## config.mk

```make
export PLATFORM = sky130hd
export DESIGN_NAME = labelled_reg_arbiter
export DESIGN_NICKNAME = d
export VERILOG_FILES = /design/src/rtl/labelled_reg_arbiter.sv
export SDC_FILE = /design/constraint.sdc
export NUM_CORES = 1
export LEC_CHECK = 0
export ABC_AREA = 1
export BUFFER_PORTS_ARGS = -buffer_cell sky130_fd_sc_hd__buf_2
export CORE_AREA = 2 2 49 51
export CTS_CLUSTER_SIZE = 40
export DETAILED_ROUTE_END_ITERATION = 10
export DIE_AREA = 0 0 51 53
export PLACE_DENSITY = 0.69
export SYNTH_ARGS = -nofsm -noshare
export SYNTH_HDL_FRONTEND = slang
export SYNTH_SLANG_ARGS = --single-unit
```

## constraint.sdc

```tcl
create_clock -name clk -period 1.1 [get_ports clk]
set_input_delay 0.165 -clock clk [delete_from_list [all_inputs] [get_ports clk]]
set_output_delay 0.165 -clock clk [all_outputs]
set_load 0.01 [all_outputs]
```

## src/rtl/labelled_reg_arbiter.sv

```systemverilog
// Arbitrates L/H writers onto one label-tagged register; every H->L downgrade is preceded by a
// zero-scrub so H data never becomes visible under label L.
module labelled_reg_arbiter #(
  parameter int unsigned WIDTH        = 8,
  parameter int unsigned SCRUB_CYCLES = 2
) (
  input  logic             clk,
  input  logic             rst,
  input  logic             req_l,
  input  logic [WIDTH-1:0] data_l,
  output logic             gnt_l,
  input  logic             req_h,
  input  logic [WIDTH-1:0] data_h,
  output logic             gnt_h,
  output logic             reg_wen,
  output logic             reg_lbl,
  output logic [WIDTH-1:0] reg_wdata,
  output logic             cur_lbl,
  output logic             busy
);

  localparam int unsigned CntW = (SCRUB_CYCLES > 1) ? $clog2(SCRUB_CYCLES + 1) : 1;

  typedef enum logic [0:0] {StIdle, StScrub} state_e;

  state_e           state_q, state_d;
  logic [CntW-1:0]  cnt_q, cnt_d;
  logic             last_q, last_d;       // 1: H granted last
  logic             cur_lbl_q, cur_lbl_d;
  logic             wen_q, wen_d;
  logic             lbl_q, lbl_d;
  logic [WIDTH-1:0] wdata_q, wdata_d;
  logic             gnt_l_q, gnt_l_d;
  logic             gnt_h_q, gnt_h_d;
  logic             busy_q, busy_d;
  logic             pick_l, pick_h;

  assign pick_l = req_l & (~req_h | last_q);
  assign pick_h = req_h & (~req_l | ~last_q);

  always_comb begin
    state_d   = state_q;
    cnt_d     = cnt_q;
    last_d    = last_q;
    cur_lbl_d = cur_lbl_q;
    wen_d     = 1'b0;
    lbl_d     = lbl_q;
    wdata_d   = wdata_q;
    gnt_l_d   = 1'b0;
    gnt_h_d   = 1'b0;
    busy_d    = 1'b0;
    unique case (state_q)
      StIdle: begin
        if (pick_h) begin
          gnt_h_d   = 1'b1;
          wen_d     = 1'b1;
          lbl_d     = 1'b1;
          wdata_d   = data_h;
          cur_lbl_d = 1'b1;
          last_d    = 1'b1;
        end else if (pick_l && !cur_lbl_q) begin
          gnt_l_d = 1'b1;
          wen_d   = 1'b1;
          lbl_d   = 1'b0;
          wdata_d = data_l;
          last_d  = 1'b0;
        end else if (pick_l) begin
          // First scrub write issues here; cnt counts the writes still to follow.
          busy_d    = 1'b1;
          wen_d     = 1'b1;
          wdata_d   = '0;
          lbl_d     = (SCRUB_CYCLES > 1);
          cur_lbl_d = (SCRUB_CYCLES > 1);
          cnt_d     = CntW'(SCRUB_CYCLES - 1);
          state_d   = (SCRUB_CYCLES > 1) ? StScrub : StIdle;
        end
      end
      StScrub: begin
        busy_d    = 1'b1;
        wen_d     = 1'b1;
        wdata_d   = '0;
        lbl_d     = (cnt_q != CntW'(1));
        cur_lbl_d = (cnt_q != CntW'(1));
        cnt_d     = cnt_q - CntW'(1);
        if (cnt_q == CntW'(1)) state_d = StIdle;
      end
      default: state_d = StIdle;
    endcase
  end

  always_ff @(posedge clk or negedge rst) begin
    if (!rst) begin
      state_q   <= StIdle;
      cnt_q     <= '0;
      last_q    <= 1'b1;
      cur_lbl_q <= 1'b0;
      wen_q     <= 1'b0;
      lbl_q     <= 1'b0;
      wdata_q   <= '0;
      gnt_l_q   <= 1'b0;
      gnt_h_q   <= 1'b0;
      busy_q    <= 1'b0;
    end else begin
      state_q   <= state_d;
      cnt_q     <= cnt_d;
      last_q    <= last_d;
      cur_lbl_q <= cur_lbl_d;
      wen_q     <= wen_d;
      lbl_q     <= lbl_d;
      wdata_q   <= wdata_d;
      gnt_l_q   <= gnt_l_d;
      gnt_h_q   <= gnt_h_d;
      busy_q    <= busy_d;
    end
  end

  assign gnt_l     = gnt_l_q;
  assign gnt_h     = gnt_h_q;
  assign reg_wen   = wen_q;
  assign reg_lbl   = lbl_q;
  assign reg_wdata = wdata_q;
  assign cur_lbl   = cur_lbl_q;
  assign busy      = busy_q;

endmodule
```

Yosys cells after proc, flatten, opt, wreduce, memory -nomap -nowiden

Cells that the tools add are included.

Add/sub/neg operators: 1
Eq/ne operators: 8
Muxes and demuxes: 31
Bitwise logic cells: 8
Reductions and logical operators: 6

Operator list:

| kind                                                                    | count |
|---|---|
| 8-bit two-way mux                                                       | 3 |
| 1-bit two-way mux                                                       | 18 |
| 8-bit case mux with 2 select lines                                      | 1 |
| 1-bit case mux with 2 select lines                                      | 5 |
| 2-bit two-way mux                                                       | 3 |
| 2-bit inequality test, second input constant                            | 3 |
| 3-bit inequality test, second input constant                            | 2 |
| 4-bit inequality test, second input constant                            | 1 |
| 1-bit inverter                                                          | 4 |
| 2-bit case mux with 2 select lines                                      | 1 |
| 2-bit AND reduction                                                     | 2 |
| 3-bit AND reduction                                                     | 1 |
| 1-bit AND                                                               | 2 |
| 2-bit by 1-bit == test with 1-bit output, second input constant         | 1 |
| 2-bit by 1-bit inequality test with 1-bit output, second input constant | 1 |
| 1-bit bitwise OR                                                        | 2 |
| 2-bit nonzero test                                                      | 1 |
| 2-bit by 1-bit subtractor with 2-bit output, second input constant      | 1 |
| 1-bit logical AND                                                       | 1 |
| 1-bit logical NOT                                                       | 1 |

Register bits: 18
Input port bits: 20
Output and inout bits: 14
Logic and storage cells: 64

Depth between registers and ports, before layout

Gate-level depths: netlist of run 1.

Depth in word-level cells: 7
Mapped depth: 7
Mapped depth without buffers: 7

Least setup slack after synthesis of run 1

Ideal clock, no wire load.

Path kind: reg-to-reg
Start: reg last_q
End: reg cur_lbl_q (netlist: cur_lbl)
Setup time: 0.118 ns
Arrival: 0.921 ns
Data required time: 0.982 ns
Path slack: 0.061 ns
Stages on the path, launching flop included: 6
Path buffers: 0
Clock period less this slack: 1.039 ns
Path through: dfstp_2 -> inv_1 -> a21oi_2 -> nand3_1 -> nand2_1 -> nand2_1

Cells in the longest elaborated chain, start to end: 5
Elaborated cells on any way between the ends: 11
Classes of those cells: eq/ne (2); mux (2); bitwise (5); reduce/logical (2)

RTL lines:

| what                                                                                       | RTL line | RTL |
|---|---|---|
| from (decl)                                                                                | 28       | `logic last_q, last_d;` |
| from (signal assigned)                                                                     | 106      | `last_q <= last_d;` |
| 1-bit bitwise OR / 1-bit inverter (equally long branches)                                  | 38, 39   |  |
| 1-bit AND / 1-bit bitwise OR (equally long branches)                                       | 38, 39   |  |
| 1-bit logical AND / 1-bit AND (equally long branches)                                      | 61, 39   |  |
| 3-bit inequality test (no line) / 1-bit two-way mux (equally long branches)                | -        |  |
| 2-bit AND reduction (no line) / 1-bit case mux with 2 select lines (equally long branches) | -        |  |
| to (signal assigned)                                                                       | 107      | `cur_lbl_q <= cur_lbl_d;` |
| to (decl)                                                                                  | 29       | `logic cur_lbl_q, cur_lbl_d;` |

Several ways; a longest one is shown, not always the timed one.
A chain may end at the register's enable or synchronous reset.

Worst setup path after layout of run 1

Ends and elaborated chain as after synthesis.

==> results of run 1 <==
## cell type report
class                      instances  area share (%)
sequential                        18            38.1
multi-input combinational         74            30.6
timing repair buffer              42            21.8
inverter                          10            3.48
clock buffer                       4            3.06
tap                               28            2.96
## power breakdown
group          leakage, uW  switching, uW  internal [uW]
logic             0.000443            642            465
clock network    0.0000210            205            202
registers         0.000222            139            883
total             0.000686            987           1550
## kinds of logic after synthesis
kind of cell / count (synthesis) / synth area share, %
flip-flops: 18 / 53.0
AO/OA/AOI/OAI: 2 / 1.61
buffers and inverters: 14 / 8.07
adder cells (fa/ha/maj): 1 / 1.47
AND/OR/NAND/NOR: 71 / 35.8
## worst max-delay path, stage by stage, from the launching register on
cell and delay (ns):
sky130_fd_sc_hd__dfstp_2 0.56, sky130_fd_sc_hd__inv_2 0.06, sky130_fd_sc_hd__a21oi_4 0.16, sky130_fd_sc_hd__nand3_2 0.12, sky130_fd_sc_hd__nand2_2 0.10, sky130_fd_sc_hd__nand2_2 0.05
## through the flow
stage / utilization (%) / cells / hold slack, ns
after floorplan: - / 106 / -0.131
after global placement: 50.6 / 170 / 0.116
after detailed placement: 50.6 / 170 / 0.116
after CTS: 53.6 / 175 / 0.185
after global routing: 55.2 / 176 / 0.200
final: 55.2 / 176 / 0.189
## cell usage in the layout, fill, tap and decap left out
cell	Yosys	layout
sky130_fd_sc_hd__inv_2	0	2
sky130_fd_sc_hd__clkinvlp_4	0	1
sky130_fd_sc_hd__nand4_1	8	8
sky130_fd_sc_hd__ha_1	1	1
sky130_fd_sc_hd__clkbuf_8	0	1
sky130_fd_sc_hd__nor2_1	1	1
sky130_fd_sc_hd__nand3_1	11	10
sky130_fd_sc_hd__dlygate4sd3_1	0	1
sky130_fd_sc_hd__buf_2	1	32
sky130_fd_sc_hd__a21oi_4	0	1
sky130_fd_sc_hd__inv_1	9	7
sky130_fd_sc_hd__clkbuf_4	0	3
sky130_fd_sc_hd__nand2_2	0	6
sky130_fd_sc_hd__nor2_2	1	1
sky130_fd_sc_hd__or2_1	1	1
sky130_fd_sc_hd__buf_4	2	6
sky130_fd_sc_hd__dfrtp_1	17	17
sky130_fd_sc_hd__dfstp_2	1	1
sky130_fd_sc_hd__nand2_1	49	43
sky130_fd_sc_hd__buf_6	1	2
sky130_fd_sc_hd__buf_12	0	1
sky130_fd_sc_hd__nand3_2	0	1
sky130_fd_sc_hd__a21oi_2	1	1
## repair_timing
action,CTS,global route
setup endpoints to repair,13,18
pin swaps,2,4
buffers inserted,0,1
endpoints found under the hold margin,17,0
gates resized for setup,5,9
hold buffers,1,0
## per-layer routing
layer / vias up / routed length (um) / part of all wire [%]
li1: 419 / - / -
met1: 387 / 881 / 43
met2: 29 / 1040 / 50
met3: 4 / 110 / 5.3
met4: 0 / 38 / 1.8
met5: - / 0 / 0
## how the worst max path moves through the flow
| stage | startpoint | end | depth (start not counted) |
|---|---|---|---|
| after global routing | last_q$_DFFE_PN1P_ | reg_lbl$_DFFE_PN0P_ | 5 |
| after CTS | last_q$_DFFE_PN1P_ | cnt_q[0]$_DFFE_PN0P_ | 6 |
| after detailed placement | last_q$_DFFE_PN1P_ | cur_lbl$_DFFE_PN0P_ | 5 |
| final | last_q$_DFFE_PN1P_ | cur_lbl$_DFFE_PN0P_ | 5 |
| after floorplan | last_q$_DFFE_PN1P_ | cur_lbl$_DFFE_PN0P_ | 5 |
| after global placement | last_q$_DFFE_PN1P_ | reg_wdata[6]$_DFFE_PN0P_ | 6 |
==> report_table.html, run 1 <==
<table>
<tr><th>Metric</th><th>Value</th></tr>
<tr><th colspan="2">Status</th></tr>
<tr><td>Result of the run</td><td>finished with violations</td></tr>
<tr><td>Violated checks</td><td>negative setup slack</td></tr>
<tr><th colspan="2">Place</th></tr>
<tr><td>Quantity of I/O buffers inserted on ports</td><td>33</td></tr>
<tr><td>HPWL Detailed</td><td>1500 um</td></tr>
<tr><td>Placement-stage worst setup slack</td><td>-0.0346 ns</td></tr>
<tr><td>Routability-driven placement congestion ratio</td><td>0.739</td></tr>
<tr><td>Standard cell area after detailed placement</td><td>0.00109 sq mm</td></tr>
<tr><th colspan="2">Clocking</th></tr>
<tr><td>Root buffer cell</td><td>sky130_fd_sc_hd__clkbuf_4</td></tr>
<tr><td>Number of buffers added by the clock tree synthesis step</td><td>3</td></tr>
<tr><td>Clock insertion delay at the later pin of the skew report</td><td>between 0.2 and 0.3 ns</td></tr>
<tr><td>Clock input transition at the sequential cells of the worst setup and hold paths</td><td>0.10 ns</td></tr>
<tr><td>Number of clock sinks</td><td>18</td></tr>
<tr><td>CTS tree</td><td>done</td></tr>
<tr><td>CTS max path bufs</td><td>2</td></tr>
<tr><td>H-tree level count</td><td>1</td></tr>
<tr><th colspan="2">Power and ir drop</th></tr>
<tr><td>Overall power after layout</td><td>2540 uW</td></tr>
<tr><td>Worst IR Drop VDD</td><td>0.960 mV</td></tr>
<tr><td>Static leakage</td><td>around 0.00069 uW</td></tr>
<tr><td>Total power per unit cell area</td><td>2140 mW/mm^2</td></tr>
<tr><th colspan="2">Critical path</th></tr>
<tr><td>Endpoint kind of the worst setup timing path</td><td>flop</td></tr>
<tr><td>Cell count of the worst reg-to-reg path</td><td>5</td></tr>
<tr><td>Launching point of the worst reg2reg path</td><td>last_q$_DFFE_PN1P_</td></tr>
<tr><td>Worst EP arrival</td><td>1.35 ns</td></tr>
<tr><td>Crit-path max FO</td><td>3</td></tr>
<tr><td>Worst Setup Path Type</td><td>reg2reg</td></tr>
<tr><td>Register-to-register path setup slack</td><td>-0.05 ns</td></tr>
<tr><td>Crit path launch type</td><td>flop</td></tr>
<tr><td>Reg2Reg Capture Point</td><td>cur_lbl$_DFFE_PN0P_</td></tr>
<tr><td>Required time of the critical path</td><td>1.30 ns</td></tr>
<tr><th colspan="2">Logic synthesis</th></tr>
<tr><td>Cell type with the highest aggregate area in the netlist</td><td>sky130_fd_sc_hd__dfrtp_1</td></tr>
<tr><td>Most frequent cell after synthesis</td><td>sky130_fd_sc_hd__nand2_1</td></tr>
<tr><td>Post-synthesis async set-or-reset flop share</td><td>100%</td></tr>
<tr><td>Syn Std Cell Area</td><td>852 sq um</td></tr>
<tr><td>Cell variety after synth</td><td>16</td></tr>
<tr><td>Number of synthesized flops with an enable pin</td><td>0</td></tr>
<tr><td>Synth Net Count</td><td>127</td></tr>
<tr><td>Share of the synthesized area in the top cell type</td><td>about half</td></tr>
<tr><td>Sequential-to-total area share from yosys stat</td><td>53.0%</td></tr>
<tr><td>Post-synthesis cell count</td><td>106</td></tr>
<tr><td>Ranking of synthesized cells by area</td><td>sky130_fd_sc_hd__dfrtp_1 50%, sky130_fd_sc_hd__nand2_1 22%, sky130_fd_sc_hd__nand3_1 6.5%</td></tr>
<tr><td>Per-instance average area after synthesis</td><td>8.04 sq um</td></tr>
<tr><td>Flops &amp; latches, synth</td><td>18</td></tr>
<tr><td>Synth top cells by count</td><td>49 x sky130_fd_sc_hd__nand2_1, 17 x sky130_fd_sc_hd__dfrtp_1, 11 x sky130_fd_sc_hd__nand3_1</td></tr>
<tr><td>Ys flop type</td><td>sky130_fd_sc_hd__dfrtp_1</td></tr>
<tr><td>Syn. warnings</td><td>0</td></tr>
<tr><th colspan="2">Hold path</th></tr>
<tr><td>Start point of the worst min-delay path</td><td>data_h[7]</td></tr>
<tr><td>Hold Path End</td><td>reg_wdata[7]$_DFFE_PN0P_</td></tr>
<tr><td>Worst min path class</td><td>in2reg</td></tr>
<tr><td>Instance count along the most critical hold path</td><td>5</td></tr>
<tr><th colspan="2">Detailed routing</th></tr>
<tr><td>Wire per inst</td><td>11.8 um</td></tr>
<tr><td>Post-Route WL</td><td>approximately 2100 um</td></tr>
<tr><td>Detailed Routing Iterations Pass 1</td><td>4</td></tr>
<tr><td>DRC errors left</td><td>0</td></tr>
<tr><td>Number of DRC markers after the initial detailed-route iteration</td><td>22</td></tr>
<tr><td>Final antenna-violating net count</td><td>0</td></tr>
<tr><td>Vias post-DR</td><td>between 800 and 900</td></tr>
<tr><td>Number of vias per cell</td><td>4.77</td></tr>
<tr><th colspan="2">Floorplanning</th></tr>
<tr><td>Site row count</td><td>17</td></tr>
<tr><td>IO Count</td><td>34</td></tr>
<tr><td>Starting density of the core</td><td>39.7%</td></tr>
<tr><td>Area enclosed by the die boundary</td><td>0.00270 sq mm</td></tr>
<tr><td>Chip Width</td><td>51 um</td></tr>
<tr><td>Die Span Y</td><td>~53 um</td></tr>
<tr><td>Placeable core region</td><td>0.00215 sq mm</td></tr>
<tr><th colspan="2">STA</th></tr>
<tr><td>Count of final hold-check violations</td><td>0</td></tr>
<tr><td>Headroom to the max-slew limit</td><td>74.1%</td></tr>
<tr><td>Post-route setup slack</td><td>-0.0547 ns</td></tr>
<tr><td>Setup repair after global routing missed its margin</td><td>yes</td></tr>
<tr><td>Period minus WS final</td><td>1.15 ns</td></tr>
<tr><td>Final Slew Violations</td><td>0</td></tr>
<tr><td>FMAX</td><td>a little under 0.9 GHz</td></tr>
<tr><td>Worst-margin pin slew</td><td>0.388 ns</td></tr>
<tr><td>Setup TNS</td><td>-0.199 ns</td></tr>
<tr><td>Post-Route Skew</td><td>approximately 0.0025 ns</td></tr>
<tr><td>Final period util</td><td>105%</td></tr>
<tr><td>Final setup violation count</td><td>6</td></tr>
<tr><th colspan="2">GRT</th></tr>
<tr><td>Met3 demand-to-capacity share in global routing</td><td>1.69%</td></tr>
<tr><td>Maximum number of pins on one net before global-route repair</td><td>19</td></tr>
<tr><td>Vias in the first global route</td><td>770</td></tr>
<tr><td>Sum of overflow across all layers after global routing</td><td>0</td></tr>
<tr><td>Met2 routing resource usage after global routing</td><td>between 30% and 40%</td></tr>
<tr><td>Wire length of the first global-routing pass</td><td>roughly 3300 um</td></tr>
<tr><td>Initial antenna violation count</td><td>0</td></tr>
<tr><td>Total routing resource utilization after global routing</td><td>16.8%</td></tr>
<tr><td>Global routing met1 resource utilization</td><td>about a fifth</td></tr>
<tr><td>Most heavily used metal layer in global routing</td><td>met2</td></tr>
<tr><th colspan="2">Layout</th></tr>
<tr><td>Multi-input gate area</td><td>363 sq um</td></tr>
<tr><td>P&amp;R area growth vs syn</td><td>39.1%</td></tr>
<tr><td>Filler cell count</td><td>203</td></tr>
<tr><td>Max FFs per register</td><td>8</td></tr>
<tr><td>Number of antenna diodes</td><td>0</td></tr>
<tr><td>Non-Filler Cell Area, Final</td><td>0.00118 sq mm</td></tr>
<tr><td>Sequential Area</td><td>452 sq um</td></tr>
<tr><td>Proportion of layout cells with a drive suffix above 1</td><td>39.9%</td></tr>
<tr><td>Final layout net count</td><td>170</td></tr>
<tr><th colspan="2">Run</th></tr>
<tr><td>Max capacitance violation total</td><td>0</td></tr>
</table>
(Power assumes the default switching activity.)
==> inputs of run 2 (changes only) <==
--- a/config.mk
+++ b/config.mk
@@ -5,12 +5,12 @@
 export SDC_FILE = /design/constraint.sdc
 export NUM_CORES = 1
 export LEC_CHECK = 0
-export ABC_AREA = 1
+export ABC_AREA = 0
 export BUFFER_PORTS_ARGS = -buffer_cell sky130_fd_sc_hd__buf_2
-export CORE_AREA = 2 2 49 51
+export CORE_AREA = 2 2 47 49
 export CTS_CLUSTER_SIZE = 40
 export DETAILED_ROUTE_END_ITERATION = 10
-export DIE_AREA = 0 0 51 53
+export DIE_AREA = 0 0 49 51
 export PLACE_DENSITY = 0.69
 export SYNTH_ARGS = -nofsm -noshare
 export SYNTH_HDL_FRONTEND = slang
==> run 2 against run 1 <==
Compared with the run above:
- the run still ends with negative setup slack left
- global-route usage is 0.44 points lower
- setup slack lost 0.033 ns
- register-to-register slack got worse by 0.03 ns
- first-iteration DRC count fell by 91%
- fmax down 2.8%
- clock skew increased by 0.0035 ns
- non-clock buffer count fell by 1
- utilization shrank 2.2 points
- clock-buffer cell count is the same
- largest cell class unchanged
==> report_table.html, run 2 <==
<table>
<tr><th>Metric</th><th>Value</th></tr>
<tr><th colspan="2">Place</th></tr>
<tr><td>HPWL Detailed</td><td>1100 um</td></tr>
<tr><td>Routability-driven placement congestion ratio</td><td>0.658</td></tr>
<tr><td>Quantity of I/O buffers inserted on ports</td><td>33</td></tr>
<tr><td>Standard cell area after detailed placement</td><td>~1000 sq um</td></tr>
<tr><td>Placement-stage worst setup slack</td><td>-0.127 ns</td></tr>
<tr><th colspan="2">Hold path</th></tr>
<tr><td>Hold Path End</td><td>reg_wdata[1]$_DFFE_PN0P_</td></tr>
<tr><td>Start point of the worst min-delay path</td><td>data_l[1]</td></tr>
<tr><td>Instance count along the most critical hold path</td><td>2</td></tr>
<tr><td>Worst min path class</td><td>in2reg</td></tr>
<tr><th colspan="2">STA</th></tr>
<tr><td>Worst hold slack</td><td>0.0898 ns</td></tr>
<tr><td>Final period util</td><td>108%</td></tr>
<tr><td>Count of final hold-check violations</td><td>0</td></tr>
<tr><td>Setup repair after global routing missed its margin</td><td>yes</td></tr>
<tr><td>Worst-margin pin slew</td><td>0.453 ns</td></tr>
<tr><td>Period minus WS final</td><td>about 1.2 ns</td></tr>
<tr><td>Final setup violation count</td><td>13</td></tr>
<tr><td>Post-route setup slack</td><td>-0.0876 ns</td></tr>
<tr><td>Final Slew Violations</td><td>0</td></tr>
<tr><td>Post-Route Skew</td><td>0.00598 ns</td></tr>
<tr><td>Headroom to the max-slew limit</td><td>between 60% and 70%</td></tr>
<tr><td>FMAX</td><td>roughly 0.84 GHz</td></tr>
<tr><th colspan="2">Power and ir drop</th></tr>
<tr><td>Worst IR Drop VDD</td><td>1.11 mV</td></tr>
<tr><td>Share of total power in sequential cells</td><td>a little over two fifths</td></tr>
<tr><td>Sw frac</td><td>33.6%</td></tr>
<tr><td>Internal Dissipation</td><td>1610 uW</td></tr>
<tr><td>Total power per unit cell area</td><td>2220 mW/mm^2</td></tr>
<tr><td>Static leakage</td><td>0.000562 uW</td></tr>
<tr><td>Psw</td><td>818 uW</td></tr>
<tr><td>Relative contribution of combinational cells to total power</td><td>39.3%</td></tr>
<tr><td>Overall power after layout</td><td>between 2000 and 2500 uW</td></tr>
<tr><td>Clock power share</td><td>between 10% and 20%</td></tr>
<tr><th colspan="2">Clocking</th></tr>
<tr><td>Number of buffers added by the clock tree synthesis step</td><td>3</td></tr>
<tr><td>CTS max path bufs</td><td>2</td></tr>
<tr><td>Number of clock sinks</td><td>18</td></tr>
<tr><td>H-tree level count</td><td>1</td></tr>
<tr><td>Clock insertion delay at the later pin of the skew report</td><td>0.29 ns</td></tr>
<tr><td>Clock input transition at the sequential cells of the worst setup and hold paths</td><td>approximately 0.11 ns</td></tr>
<tr><td>CTS tree</td><td>done</td></tr>
<tr><td>Root buffer cell</td><td>sky130_fd_sc_hd__clkbuf_4</td></tr>
<tr><th colspan="2">Logic synthesis</th></tr>
<tr><td>Synth top cells by count</td><td>17 x sky130_fd_sc_hd__dfrtp_1, 8 x sky130_fd_sc_hd__a221o_1, 8 x sky130_fd_sc_hd__and2_1</td></tr>
<tr><td>Most frequent cell after synthesis</td><td>sky130_fd_sc_hd__dfrtp_1</td></tr>
<tr><td>Share of the synthesized area in the top cell type</td><td>55.5%</td></tr>
<tr><td>Syn Std Cell Area</td><td>767 sq um</td></tr>
<tr><td>Ranking of synthesized cells by area</td><td>sky130_fd_sc_hd__dfrtp_1 55%, sky130_fd_sc_hd__a221o_1 10%, sky130_fd_sc_hd__and2_1 6.5%</td></tr>
<tr><td>Cell type with the highest aggregate area in the netlist</td><td>sky130_fd_sc_hd__dfrtp_1</td></tr>
<tr><td>Per-instance average area after synthesis</td><td>13.2 sq um</td></tr>
<tr><td>Flops &amp; latches, synth</td><td>18</td></tr>
<tr><td>Number of synthesized flops with an enable pin</td><td>0</td></tr>
<tr><td>Sequential-to-total area share from yosys stat</td><td>slightly below 60%</td></tr>
<tr><td>Post-synthesis async set-or-reset flop share</td><td>100%</td></tr>
<tr><td>Ys flop type</td><td>sky130_fd_sc_hd__dfrtp_1</td></tr>
<tr><td>Cell variety after synth</td><td>21</td></tr>
<tr><td>Synth Net Count</td><td>79</td></tr>
<tr><td>Post-synthesis cell count</td><td>58</td></tr>
<tr><td>Syn. warnings</td><td>0</td></tr>
<tr><th colspan="2">GRT</th></tr>
<tr><td>Sum of overflow across all layers after global routing</td><td>0</td></tr>
<tr><td>Vias in the first global route</td><td>666</td></tr>
<tr><td>Wire length of the first global-routing pass</td><td>roughly 3000 um</td></tr>
<tr><td>Initial antenna violation count</td><td>0</td></tr>
<tr><td>Total routing resource utilization after global routing</td><td>16.3%</td></tr>
<tr><td>Maximum number of pins on one net before global-route repair</td><td>19</td></tr>
<tr><th colspan="2">Floorplanning</th></tr>
<tr><td>Area enclosed by the die boundary</td><td>roughly 0.0025 sq mm</td></tr>
<tr><td>IO Count</td><td>34</td></tr>
<tr><td>Site row count</td><td>17</td></tr>
<tr><td>Die Span Y</td><td>51 um</td></tr>
<tr><td>Chip Width</td><td>approximately 50 um</td></tr>
<tr><td>Placeable core region</td><td>just over 0.002 sq mm</td></tr>
<tr><td>Starting density of the core</td><td>37.2%</td></tr>
<tr><th colspan="2">Layout</th></tr>
<tr><td>Leading cell type in the layout, fill and taps excluded</td><td>sky130_fd_sc_hd__buf_2</td></tr>
<tr><td>Final layout net count</td><td>around 120</td></tr>
<tr><td>Most frequent cells in the layout</td><td>33 x sky130_fd_sc_hd__buf_2, 15 x sky130_fd_sc_hd__dfrtp_1, 8 x sky130_fd_sc_hd__a221o_1</td></tr>
<tr><td>Final standard cell utilization of the core</td><td>between 50% and 60%</td></tr>
<tr><td>Non-Filler Cell Area, Final</td><td>about 0.0011 sq mm</td></tr>
<tr><td>P&amp;R area growth vs syn</td><td>42.4%</td></tr>
<tr><td>Filler cell count</td><td>188</td></tr>
<tr><td>Number of antenna diodes</td><td>0</td></tr>
<tr><td>Proportion of layout cells with a drive suffix above 1</td><td>56.4%</td></tr>
<tr><td>Max FFs per register</td><td>8</td></tr>
<tr><th colspan="2">Critical path</th></tr>
<tr><td>Worst Setup Path Type</td><td>reg2reg</td></tr>
<tr><td>Crit-path max FO</td><td>6</td></tr>
<tr><td>Worst EP arrival</td><td>1.37 ns</td></tr>
<tr><td>Crit path launch type</td><td>flop</td></tr>
<tr><td>Cell count of the worst reg-to-reg path</td><td>4</td></tr>
<tr><td>Register-to-register path setup slack</td><td>-0.09 ns</td></tr>
<tr><td>Required time of the critical path</td><td>1.28 ns</td></tr>
<tr><td>Endpoint kind of the worst setup timing path</td><td>flop</td></tr>
<tr><td>Launching point of the worst reg2reg path</td><td>state_q$_DFF_PN0_</td></tr>
<tr><td>Reg2Reg Capture Point</td><td>reg_wdata[7]$_DFFE_PN0P_</td></tr>
<tr><th colspan="2">Detailed routing</th></tr>
<tr><td>Number of DRC markers after the initial detailed-route iteration</td><td>2</td></tr>
<tr><td>Final antenna-violating net count</td><td>0</td></tr>
<tr><td>Detailed Routing Iterations Pass 1</td><td>3</td></tr>
<tr><td>DRC errors left</td><td>0</td></tr>
<tr><td>Number of vias per cell</td><td>4.75</td></tr>
<tr><td>Post-Route WL</td><td>1700 um</td></tr>
<tr><td>Vias post-DR</td><td>613</td></tr>
<tr><td>Wire per inst</td><td>13.2 um</td></tr>
<tr><th colspan="2">Status</th></tr>
<tr><td>Result of the run</td><td>finished with violations</td></tr>
<tr><td>Violated checks</td><td>negative setup slack</td></tr>
<tr><th colspan="2">Run</th></tr>
<tr><td>Max capacitance violation total</td><td>0</td></tr>
</table>
run 2: cell count changes after synthesis, moves of 2 or more:
cell / change
sky130_fd_sc_hd__nand3_1: -11
sky130_fd_sc_hd__o21ai_1: +2
sky130_fd_sc_hd__and2_1: +8
sky130_fd_sc_hd__inv_1: -4
sky130_fd_sc_hd__a221o_1: +8
sky130_fd_sc_hd__nand4_1: -8
sky130_fd_sc_hd__nand2_1: -47
run 2: worst max-delay path: stages (launching register included):
cell	delay, ns
sky130_fd_sc_hd__dfrtp_2	0.46
sky130_fd_sc_hd__nor3_4	0.07
sky130_fd_sc_hd__buf_6	0.13
sky130_fd_sc_hd__and2_1	0.15
sky130_fd_sc_hd__a221o_1	0.25
run 2: final cells by class:
class                   count  area [sq um]  area share (%)
clock buffers               4          36.3            3.32
repair buffers             41           243            22.2
flip-flops and latches     18           454            41.6
well taps                  28          35.0            3.21
inverters                   5          18.8            1.72
multi-input cells          33           305            27.9
run 2: worst max path at each step:
stage / from / cells past startpoint / end
6_report: state_q$_DFF_PN0_ / 4 / reg_wdata[7]$_DFFE_PN0P_
5_1_grt: state_q$_DFF_PN0_ / 5 / cur_lbl$_DFFE_PN0P_
4_1_cts: state_q$_DFF_PN0_ / 2 / reg_wdata[4]$_DFFE_PN0P_
3_5_place_dp: state_q$_DFF_PN0_ / 4 / busy$_DFF_PN0_
3_3_place_gp: last_q$_DFFE_PN1P_ / 3 / reg_wdata[6]$_DFFE_PN0P_
2_1_floorplan: state_q$_DFF_PN0_ / 5 / reg_wdata[0]$_DFFE_PN0P_
run 2: power by group through the flow:
stage          logic (uW)  clock network, uW  registers (uW)
2_1_floorplan         483                  0            1090
3_3_place_gp          831                  0            1050
3_5_place_dp          855                  0            1060
4_1_cts               916                420            1070
5_1_grt              1060                450            1090
6_report              955                410            1060
run 2: routing by layer:
layer | GRT usage [%] | wire length, um
met1 | 19.7 | 751
met2 | 27.9 | 857
met3 | 2.63 | 83
met4 | 9.52 | 9
met5 | 0 | 0
run 2: cells by family (layout without fill, tap and decap cells):
logic type / after synthesis / in the layout / synth area share (%)
AND/OR/NAND/NOR: 14 / 15 / 12.9
adder cells (fa/ha/maj): 1 / 1 / 1.63
AO/OA/AOI/OAI: 16 / 16 / 18.9
multiplexers: 1 / 1 / 1.31
buffers and inverters: 8 / 50 / 6.36
flip-flops: 18 / 18 / 58.9
run 2: repair_timing:
item	4_1_cts	5_1_grt
gates resized for setup	11	2
pin swaps	6	1
hold buffers	1	0
hold endpoints to repair	17	0
setup endpoints to repair	16	16
gates cloned	1	0
setup buffers	2	1
run 2: stage by stage:
step | instances | setup TNS (ns)
after floorplan | 58 | -0.552
after global placement | 122 | -1.01
after detailed placement | 122 | -1.38
after CTS | 128 | -0.619
after global routing | 129 | -1.46
final | 129 | -0.786
